===== config.mk =====
export PLATFORM = sky130hd
export DESIGN_NAME = fetch_stage
export DESIGN_NICKNAME = d
export VERILOG_FILES = /design/src/rtl/fetch_stage.sv
export SDC_FILE = /design/constraint.sdc
export NUM_CORES = 1
export LEC_CHECK = 0
export ABC_AREA = 1
export CORE_ASPECT_RATIO = 0.6
export CORE_MARGIN = 8
export CORE_UTILIZATION = 45
export CTS_CLUSTER_SIZE = 24
export DETAILED_ROUTE_END_ITERATION = 10
export PLACE_DENSITY = 0.8
export REMOVE_ABC_BUFFERS = 1
export SLEW_MARGIN = 20
export SYNTH_ARGS = -nofsm -noshare
export SYNTH_HDL_FRONTEND = slang
export SYNTH_SLANG_ARGS = --single-unit

===== constraint.sdc =====
create_clock -name clk -period 5.5 [get_ports clk]
set_clock_uncertainty 0.05 [all_clocks]
set_input_delay 1.1 -clock clk [delete_from_list [all_inputs] [get_ports clk]]
set_output_delay 1.1 -clock clk [all_outputs]
set_load 0.01 [all_outputs]

===== src/rtl/fetch_stage.sv =====
// Instruction-fetch stage: PC register, next-PC selection (redirect > stall > sequential) and IF/ID register.
// Optional per-cycle event counters are compiled in when FETCH_PERF_CNT_EN is defined.
module fetch_stage #(
    parameter logic [31:0] RESET_PC = 32'h0000_0000,
    parameter logic [31:0] NOP_INST = 32'h0000_0013
) (
    input  logic        clk,
    input  logic        rst,
    input  logic        NextPCSrc,
    input  logic [31:0] br_target,
    input  logic        stall,
    output logic [31:0] imem_addr,
    input  logic [31:0] imem_inst,
    output logic [31:0] if_id_pc,
    output logic [31:0] if_id_pc4,
    output logic [31:0] if_id_inst,
    output logic        if_id_valid,
    output logic        flush_id_ex
`ifdef FETCH_PERF_CNT_EN
    ,
    output logic [31:0] fetch_cnt,
    output logic [31:0] redirect_cnt,
    output logic [31:0] stall_cnt
`endif
);

    logic [31:0] pc_q;
    logic [31:0] pc_plus4;
    logic [31:0] redirect_pc;
    logic        unused_tgt_lsbs;

    // Target low bits are dropped rather than trapped; alignment faults are raised elsewhere.
    assign redirect_pc     = {br_target[31:2], 2'b00};
    assign unused_tgt_lsbs = ^br_target[1:0];
    assign pc_plus4        = pc_q + 32'd4;
    assign imem_addr       = pc_q;
    assign flush_id_ex     = NextPCSrc;

    always_ff @(posedge clk or posedge rst) begin
        if (rst) begin
            pc_q        <= RESET_PC;
            if_id_pc    <= '0;
            if_id_pc4   <= '0;
            if_id_inst  <= NOP_INST;
            if_id_valid <= 1'b0;
        end else if (NextPCSrc) begin
            // Squash the wrong-path slot; pc/pc4 are left as-is since the bubble never uses them.
            pc_q        <= redirect_pc;
            if_id_inst  <= NOP_INST;
            if_id_valid <= 1'b0;
        end else if (!stall) begin
            pc_q        <= pc_plus4;
            if_id_pc    <= pc_q;
            if_id_pc4   <= pc_plus4;
            if_id_inst  <= imem_inst;
            if_id_valid <= 1'b1;
        end
    end

`ifdef FETCH_PERF_CNT_EN
    always_ff @(posedge clk or posedge rst) begin
        if (rst) begin
            fetch_cnt    <= '0;
            redirect_cnt <= '0;
            stall_cnt    <= '0;
        end else if (NextPCSrc) begin
            if (redirect_cnt != '1) redirect_cnt <= redirect_cnt + 32'd1;
        end else if (stall) begin
            if (stall_cnt != '1) stall_cnt <= stall_cnt + 32'd1;
        end else begin
            if (fetch_cnt != '1) fetch_cnt <= fetch_cnt + 32'd1;
        end
    end
`endif

endmodule

==> summary.md, run 1 <==
| Metric | Value |
|---|---|
| Cell Pwr Density | `approximately 340 mW/mm2` |
| Total detailed-routing wirelength | `around 18,000 um` |
| Crit path max fanout | `33` |
| Area of the multi-input gates | `~0.0021 mm2` |
| CTS root buf | `clkbuf_16` |
| Clock net sink count | `roughly 120` |
| Count of inserted antenna diode cells | `0` |
| Largest net degree at the start of global routing | `between 60 and 70` |
| Data arrival time of the worst path | `2580 ps` |
| Count of buffers from port buffering | `189` |
| Cell family contributing the most delay on the critical path | `buffers and inverters` |
| Die area | `0.0161 mm2` |
| Dominant register cell in the synthesized netlist | `dfrtp_1` |
| Clock insertion delay at the later pin of the skew report | `410 ps` |
| Buffer count from post-CTS setup fixing | `0` |
| Run status | `finished, final reports clean` |
| Resized Gates After CTS | `0` |
| Clock transition at the register clock pins on the worst setup and hold paths after CTS | `roughly 60 ps` |
| DRC errors left | `0` |
| Final Hold Viols | `0` |
| Leakage component of the power | `0.00375 uW` |
| Num ports | `just under 200` |
| Starting Density | `roughly 46%` |
| Number of synthesis warnings | `0` |
| Site row count | `31` |
| Area share of the largest cell type after synthesis | `~55%` |
| Critical setup path kind | `in -> out` |
| Transition at the pin with the smallest max-transition slack | `859 ps` |
| Vias in the first global route | `between 5,000 and 6,000` |
| Peak supply drop | `about 260 uV` |
| Sequential share of the synthesized area | `56.0%` |
| Final clock period utilization by the worst path | `between 60% and 70%` |
| CTS tree | `done` |
| Synthesized area divided by synthesized cell count | `between 8 and 9 um2` |
| Clock period minus worst slack | `around 3700 ps` |
| Post-DRT Antenna Nets | `0` |
| DP HPWL | `~13,000 um` |
| Worst-case register-to-register setup slack | `3680 ps` |
| Max clock buf depth | `2` |
| Number of unique standard cell types used by synthesis | `27` |
| Cts-stage hold buffer count | `0` |
| Biggest area consumer among synthesized cells | `dfrtp_1` |
| Final standard cell count with taps included and fillers excluded | `997` |
| Cell chain of the critical path | `clkdlybuf4s50_1 -> buf_4 -> clkdlybuf4s50_1` |
| Sequential standard cell area | `~0.0031 mm2` |
| Register bit total from synthesis | `123` |
| GP Congestion | `slightly above 0.8` |
| Global-route total usage across every layer | `~22%` |
| Post-route worst setup slack | `~1800 ps` |
| Y dimension of the die | `about 100 um` |
| Utilization after layout | `around two thirds` |
| Gate count after technology mapping | `about 630` |
| Global-route congestion overflow total | `0` |
| Total power draw | `roughly 2700 uW` |
| TritonCTS buffer count | `17` |
| Final-layout setup total negative slack | `0 ps` |
| Largest incremental delay on the critical path | `about 630 ps` |
| Worst hold path class | `reg -> reg` |
| Vias/cell | `just over 5` |
| Max Slew Vio Count | `0` |
| Number of enable flip-flop cells after synthesis | `0` |
| Setup-failing EPs final | `0` |
| Number of buffers and inverters on the critical path | `3` |
| Filler instances | `about 930` |
| Normalized max-slew margin | `42.7%` |
| Via Count | `between 5,000 and 6,000` |
| Cells after DPL | `between 900 and 1,000` |
| Top cells by area in the synthesized netlist | `dfrtp_1, nand2_1, a22o_1` |
| Relative area change from synthesis to final layout | `46.9%` |
| Data required, critical path | `4350 ps` |
| First DRT Iteration DRCs | `between 300 and 400` |
| Unrepaired setup endpoints after global routing | `no` |
| Setup slack at placement | `1770 ps` |
| H-tree Lvls | `4` |
| Crit end category | `output pin` |
| Floorplan Core Area | `0.0120 mm2` |
| Achievable Freq | `approximately 270 MHz` |
| CP Launch Type | `primary input` |
| Slowest cell on the critical path | `clkdlybuf4s50_1` |
| Pre-antenna DRT Iters | `5` |
| Post-synthesis cell area | `roughly 0.0055 mm2` |
| Fraction of registers with async set or reset after synthesis | `100%` |
| Max Cap Violations | `0` |
| First-pass GRT wire length | `~29,000 um` |
| Average wire length per cell after detail routing | `around 18 um` |
| Share of layout cells above drive strength 1 | `under 10%` |
| Final Net Count | `888` |
| Most common cell type on the critical path | `clkdlybuf4s50_1` |
| Width of the die | `159 um` |
| Number of antenna violations at the first check in global routing | `1` |
logic make-up after synthesis:
group,count (synthesis),synth area share [%]
other cells,1,0.0682
buf+inv,75,6.10
fa+ha+maj,1,0.227
xor+xnor,4,0.637
compound gates,79,9.60
simple gates,349,27.4
flops,123,56.0
registers in the layout (all words and copies together) (netlist names):
| register | flops |
|---|---|
| if_id_pc4 | 30 |
| if_id_inst | 32 |
| if_id_pc | 30 |
| imem_addr | 30 |
| if_id_valid | 1 |
final cells by class:
class	count	share of cell area [%]
Tap cell	165	2.55
Clock inverter	11	1.47
Timing Repair Buffer	195	24.0
Multi-Input combinational cell	439	26.0
Sequential cell	123	38.1
Inverter	43	2.03
Clock buffer	21	5.82
per-stage QoR:
step,hold slack (ps),cell area (um2)
after floorplan,459,5350
after global placement,403,7490
after detailed placement,410,7490
after CTS,423,8080
after global routing,454,8080
final,419,8080
power breakdown:
group / switching, uW / internal, uW
combinational: 256 / 282
clock: 406 / 700
sequential: 89.4 / 1010
total: 752 / 1990
final timing paths:
check | depth (start not counted) | startpoint | to
worst max-delay path | 3 | NextPCSrc | flush_id_ex
worst min-delay path | 2 | if_id_pc[14] | if_id_pc[14]
worst max register to register | 8 | imem_addr[3] | if_id_pc4[24]
worst min register to register | 2 | if_id_pc[14] | if_id_pc[14]
max in group asynchronous | 3 | rst | if_id_inst[1]
min in group asynchronous | 2 | rst | if_id_inst[11]
routing by layer:
layer | global-route usage, % | share of wire (%) | up-vias
li1 | - | - | 2385
met3 | 9.54 | 10 | 19
met4 | 5.90 | 0.93 | 2
met2 | 34.7 | 45 | 225
met5 | 0 | 0.057 | -
met1 | 28.3 | 44 | 2501
cell usage in the layout, fill, tap and decap left out, types with 5 or more instances in the layout:
cell             count
o21ai_1             10
dfrtp_1            120
nor2_4               7
nand3_1             44
inv_1               37
buf_4                6
nand2_2              7
inv_2                5
nand2_1            243
nor2_2               7
a22o_1              29
nor2_1              31
o21ai_0             29
clkdlybuf4s50_1    189
nand3_2              6
conb_1               6
clkbuf_16           17
worst min-delay path, stage by stage (launching register included):
cell and delay (ps):
dfrtp_1 340, nand2_1 50, nand2_1 40
cells in the mapped netlist, types with 4 or more instances:
cell type and n:
a22o_1 29, buf_2 13, buf_4 10, clkbuf_1 6, dfrtp_1 120, inv_1 38, inv_2 5, nand2_1 243
nand2_2 7, nand3_1 44, nand3_2 6, nor2_1 31, nor2_2 7, nor2_4 7, o21ai_0 29, o21ai_1 10
o21bai_1 4, xnor2_1 4
Power figures use the tool's default switching activity.
==> inputs of run 2 (changes only) <==
Settings changed: CORE_UTILIZATION 45 to 41, PLACE_DENSITY 0.8 to 0.77.
Clock period 5.5 ns to 3.18 ns, I/O delays scaled along.
==> run 2 against run 1 <==
Net effect: first-iteration DRC count up 35%; power up 79%; flip-flop and latch count unchanged; critical path depth down 2; cell area up 1.0%; count of clock-buffer cells in the layout down 3; global-route usage down 1.7 points; sequential power up 73%; sequential share of layout area down 0.39 points; critical path type is now reg -> out; largest power group unchanged.
==> summary.md, run 2 (synthesized netlist as in run 1, its figures left out) <==
| Metric | Value |
|---|---|
| Met2 routed wirelength | `7810 um (-1.8%)` |
| Peak supply drop | `337 uV (+28%)` |
| Max Cap Violations | `0 (unchanged)` |
| Cell Pwr Density | `601 mW/mm2 (+77%)` |
| Worst r2r path cells | `9 (+1)` |
| Destination of the worst register-to-register timing path | `if_id_pc4[24]` |
| Unrepaired setup endpoints after global routing | `no` |
| Count of inserted antenna diode cells | `0 (unchanged)` |
| Setup-failing EPs final | `0 (unchanged)` |
| Crit path max fanout | `6 (-82%)` |
| Cell family contributing the most delay on the critical path | `buffers and inverters` |
| Relative area change from synthesis to final layout | `48.4%` |
| Startpoint of the worst setup timing path | `imem_addr[10]` |
| Run status | `finished, final reports clean` |
| First DRT Iteration DRCs | `415 (+35%)` |
| Worst Hold Slack | `422 ps (+2.63 ps)` |
| Worst-case register-to-register setup slack | `1380 ps (-2300 ps)` |
| Post-route worst setup slack | `914 ps (-860 ps)` |
| Global-route total usage across every layer | `20.6% (-1.7 points)` |
| Max Slew Vio Count | `0 (unchanged)` |
| Max FFs per register | `32 (unchanged)` |
| Cells after DPL | `973 (+0.83%)` |
| Critical setup path kind | `reg -> out` |
| Total power draw | `4910 uW (+79%)` |
| H-tree Lvls | `4 (unchanged)` |
| Starting Density | `42.4% (-3.5 points)` |
| Area of the multi-input gates | `0.00210 mm2 (unchanged)` |
| Buffer count from post-CTS setup fixing | `0 (unchanged)` |
| Commonest cells after routing, fill and taps aside | `nand2_1, clkdlybuf4s50_1, dfrtp_1` |
| Post-DRT Antenna Nets | `0 (unchanged)` |
| CTS root buf | `clkbuf_16` |
| Pre-antenna DRT Iters | `5 (unchanged)` |
| Vias in the first global route | `5,315 (+0.57%)` |
| Crit end category | `output pin` |
| Vias/cell | `5.05 (-1.8%)` |
| Global-route congestion overflow total | `0 (unchanged)` |
| Clock net sink count | `123 (unchanged)` |
| Num ports | `198 (unchanged)` |
| Final Net Count | `891 (+0.34%)` |
| Top routing layer in use | `met4` |
| Transition at the pin with the smallest max-transition slack | `799 ps (-59.6 ps)` |
| Most common cell after layout, fill and taps aside | `nand2_1` |
| GP Congestion | `0.890 (+7.0%)` |
| DRC errors left | `0 (unchanged)` |
| Leakage component of the power | `0.00379 uW (+1.2%)` |
| Worst hold path class | `reg -> reg` |
| Cell chain of the critical path | `clkdlybuf4s50_1` |
| Normalized max-slew margin | `46.7% (+4.1 points)` |
| Final clock period utilization by the worst path | `a little under three quarters` |
| Count of buffers from port buffering | `189 (unchanged)` |
| Via Count | `5,079 (-1.0%)` |
| Data required, critical path | `2490 ps (-1860 ps)` |
| Filler instances | `1,117 (+20%)` |
| Number of buffers and inverters on the critical path | `1 (-2)` |
| Largest register by flop count | `if_id_inst` |
| Data arrival time of the worst path | `1580 ps (-1000 ps)` |
| CP Launch Type | `register` |
| Share of layout cells above drive strength 1 | `9.46% (+0.57 points)` |
| Cts-stage hold buffer count | `0 (unchanged)` |
| Floorplan Core Area | `0.0130 mm2 (+8.2%)` |
| Y dimension of the die | `106 um (+4.0%)` |
| TritonCTS buffer count | `17 (unchanged)` |
| Achievable Freq | `~440 MHz` |
| Metal1 wirelength | `7800 um (+1.4%)` |
| Largest incremental delay on the critical path | `610 ps (-20 ps)` |
| First-pass GRT wire length | `28,400 um (-1.0%)` |
| Final standard cell count with taps included and fillers excluded | `1,005 (+0.80%)` |
| Post-route cell area | `0.00816 mm2 (+1.0%)` |
| Met3 WL | `2180 um (+19%)` |
| Cell area after placement | `0.00753 mm2 (+0.52%)` |
| Largest net degree at the start of global routing | `69 (unchanged)` |
| CTS tree | `done` |
| Source of the worst register-to-register timing path | `imem_addr[3]` |
| Site row count | `32 (+3.2%)` |
| Clock transition at the register clock pins on the worst setup and hold paths after CTS | `60 ps (about the same)` |
| Clock period minus worst slack | `roughly 2300 ps` |
| Max clock buf depth | `2 (unchanged)` |
| Width of the die | `166 um (+4.3%)` |
| Setup crit end | `imem_addr[10]` |
| Setup slack at placement | `800 ps (-965 ps)` |
| Sequential standard cell area | `0.00308 mm2 (unchanged)` |
| Slowest cell on the critical path | `clkdlybuf4s50_1` |
| Number of antenna violations at the first check in global routing | `0 (-1)` |
| Average wire length per cell after detail routing | `17.8 um (+0.78%)` |
| Resized Gates After CTS | `0 (unchanged)` |
| Stages on worst setup path | `1 (-2)` |
| Clock insertion delay at the later pin of the skew report | `410 ps (about the same)` |
| DP HPWL | `13,000 um (+2.6%)` |
| Die area | `0.0175 mm2 (+8.5%)` |
| Total detailed-routing wirelength | `17,900 um (+1.6%)` |
| Final Hold Viols | `0 (unchanged)` |
-- run 2: final cells by class --
class                   count  share of cell area, %
flip-flops and latches    123                   37.7
multi-input cells         439                   25.8
repair buffers            198                   24.1
clock buffers              18                   5.38
well taps                 170                   2.61
clock inverters            14                   2.38
inverters                  43                   2.04
-- run 2: through the flow --
step / util [%] / TNS (ps)
global route: 62.9 / 0
floorplan: - / -92630
CTS: 62.9 / 0
detailed placement: 58.1 / 0
finish: 62.9 / 0
global placement: 58.1 / 0
-- run 2: worst min-delay path by stage --
stage	to	cells past startpoint	from
6_report	if_id_pc[18]	2	if_id_pc[18]
2_1_floorplan	if_id_pc4[3]	2	if_id_pc4[3]
5_1_grt	if_id_pc[9]	2	if_id_pc[9]
4_1_cts	if_id_pc[7]	2	if_id_pc[7]
3_5_place_dp	if_id_pc[7]	2	if_id_pc[7]
3_3_place_gp	if_id_pc[6]	2	if_id_pc[6]
-- run 2: where the power goes --
group | internal, uW | switching (uW)
registers | 1750 | 155
logic | 492 | 439
clock network | 1340 | 741
-- run 2: worst register-to-register path, cell delays in order (launching register included) --
cell and delay [ps]:
dfrtp_1 430, ha_1 200, nand2_1 80, inv_1 120, nand3_1 170, nor2_1 310
nand2_1 100, nand2_1 80, nand3_1 100, nand2_1 110
-- run 2: layer usage --
| layer | vias to the layer above | GRT usage [%] |
|---|---|---|
| met5 | - | 0 |
| met4 | 0 | 4.31 |
| met3 | 19 | 9.40 |
| met2 | 228 | 31.0 |
| met1 | 2438 | 26.9 |
| li1 | 2394 | - |
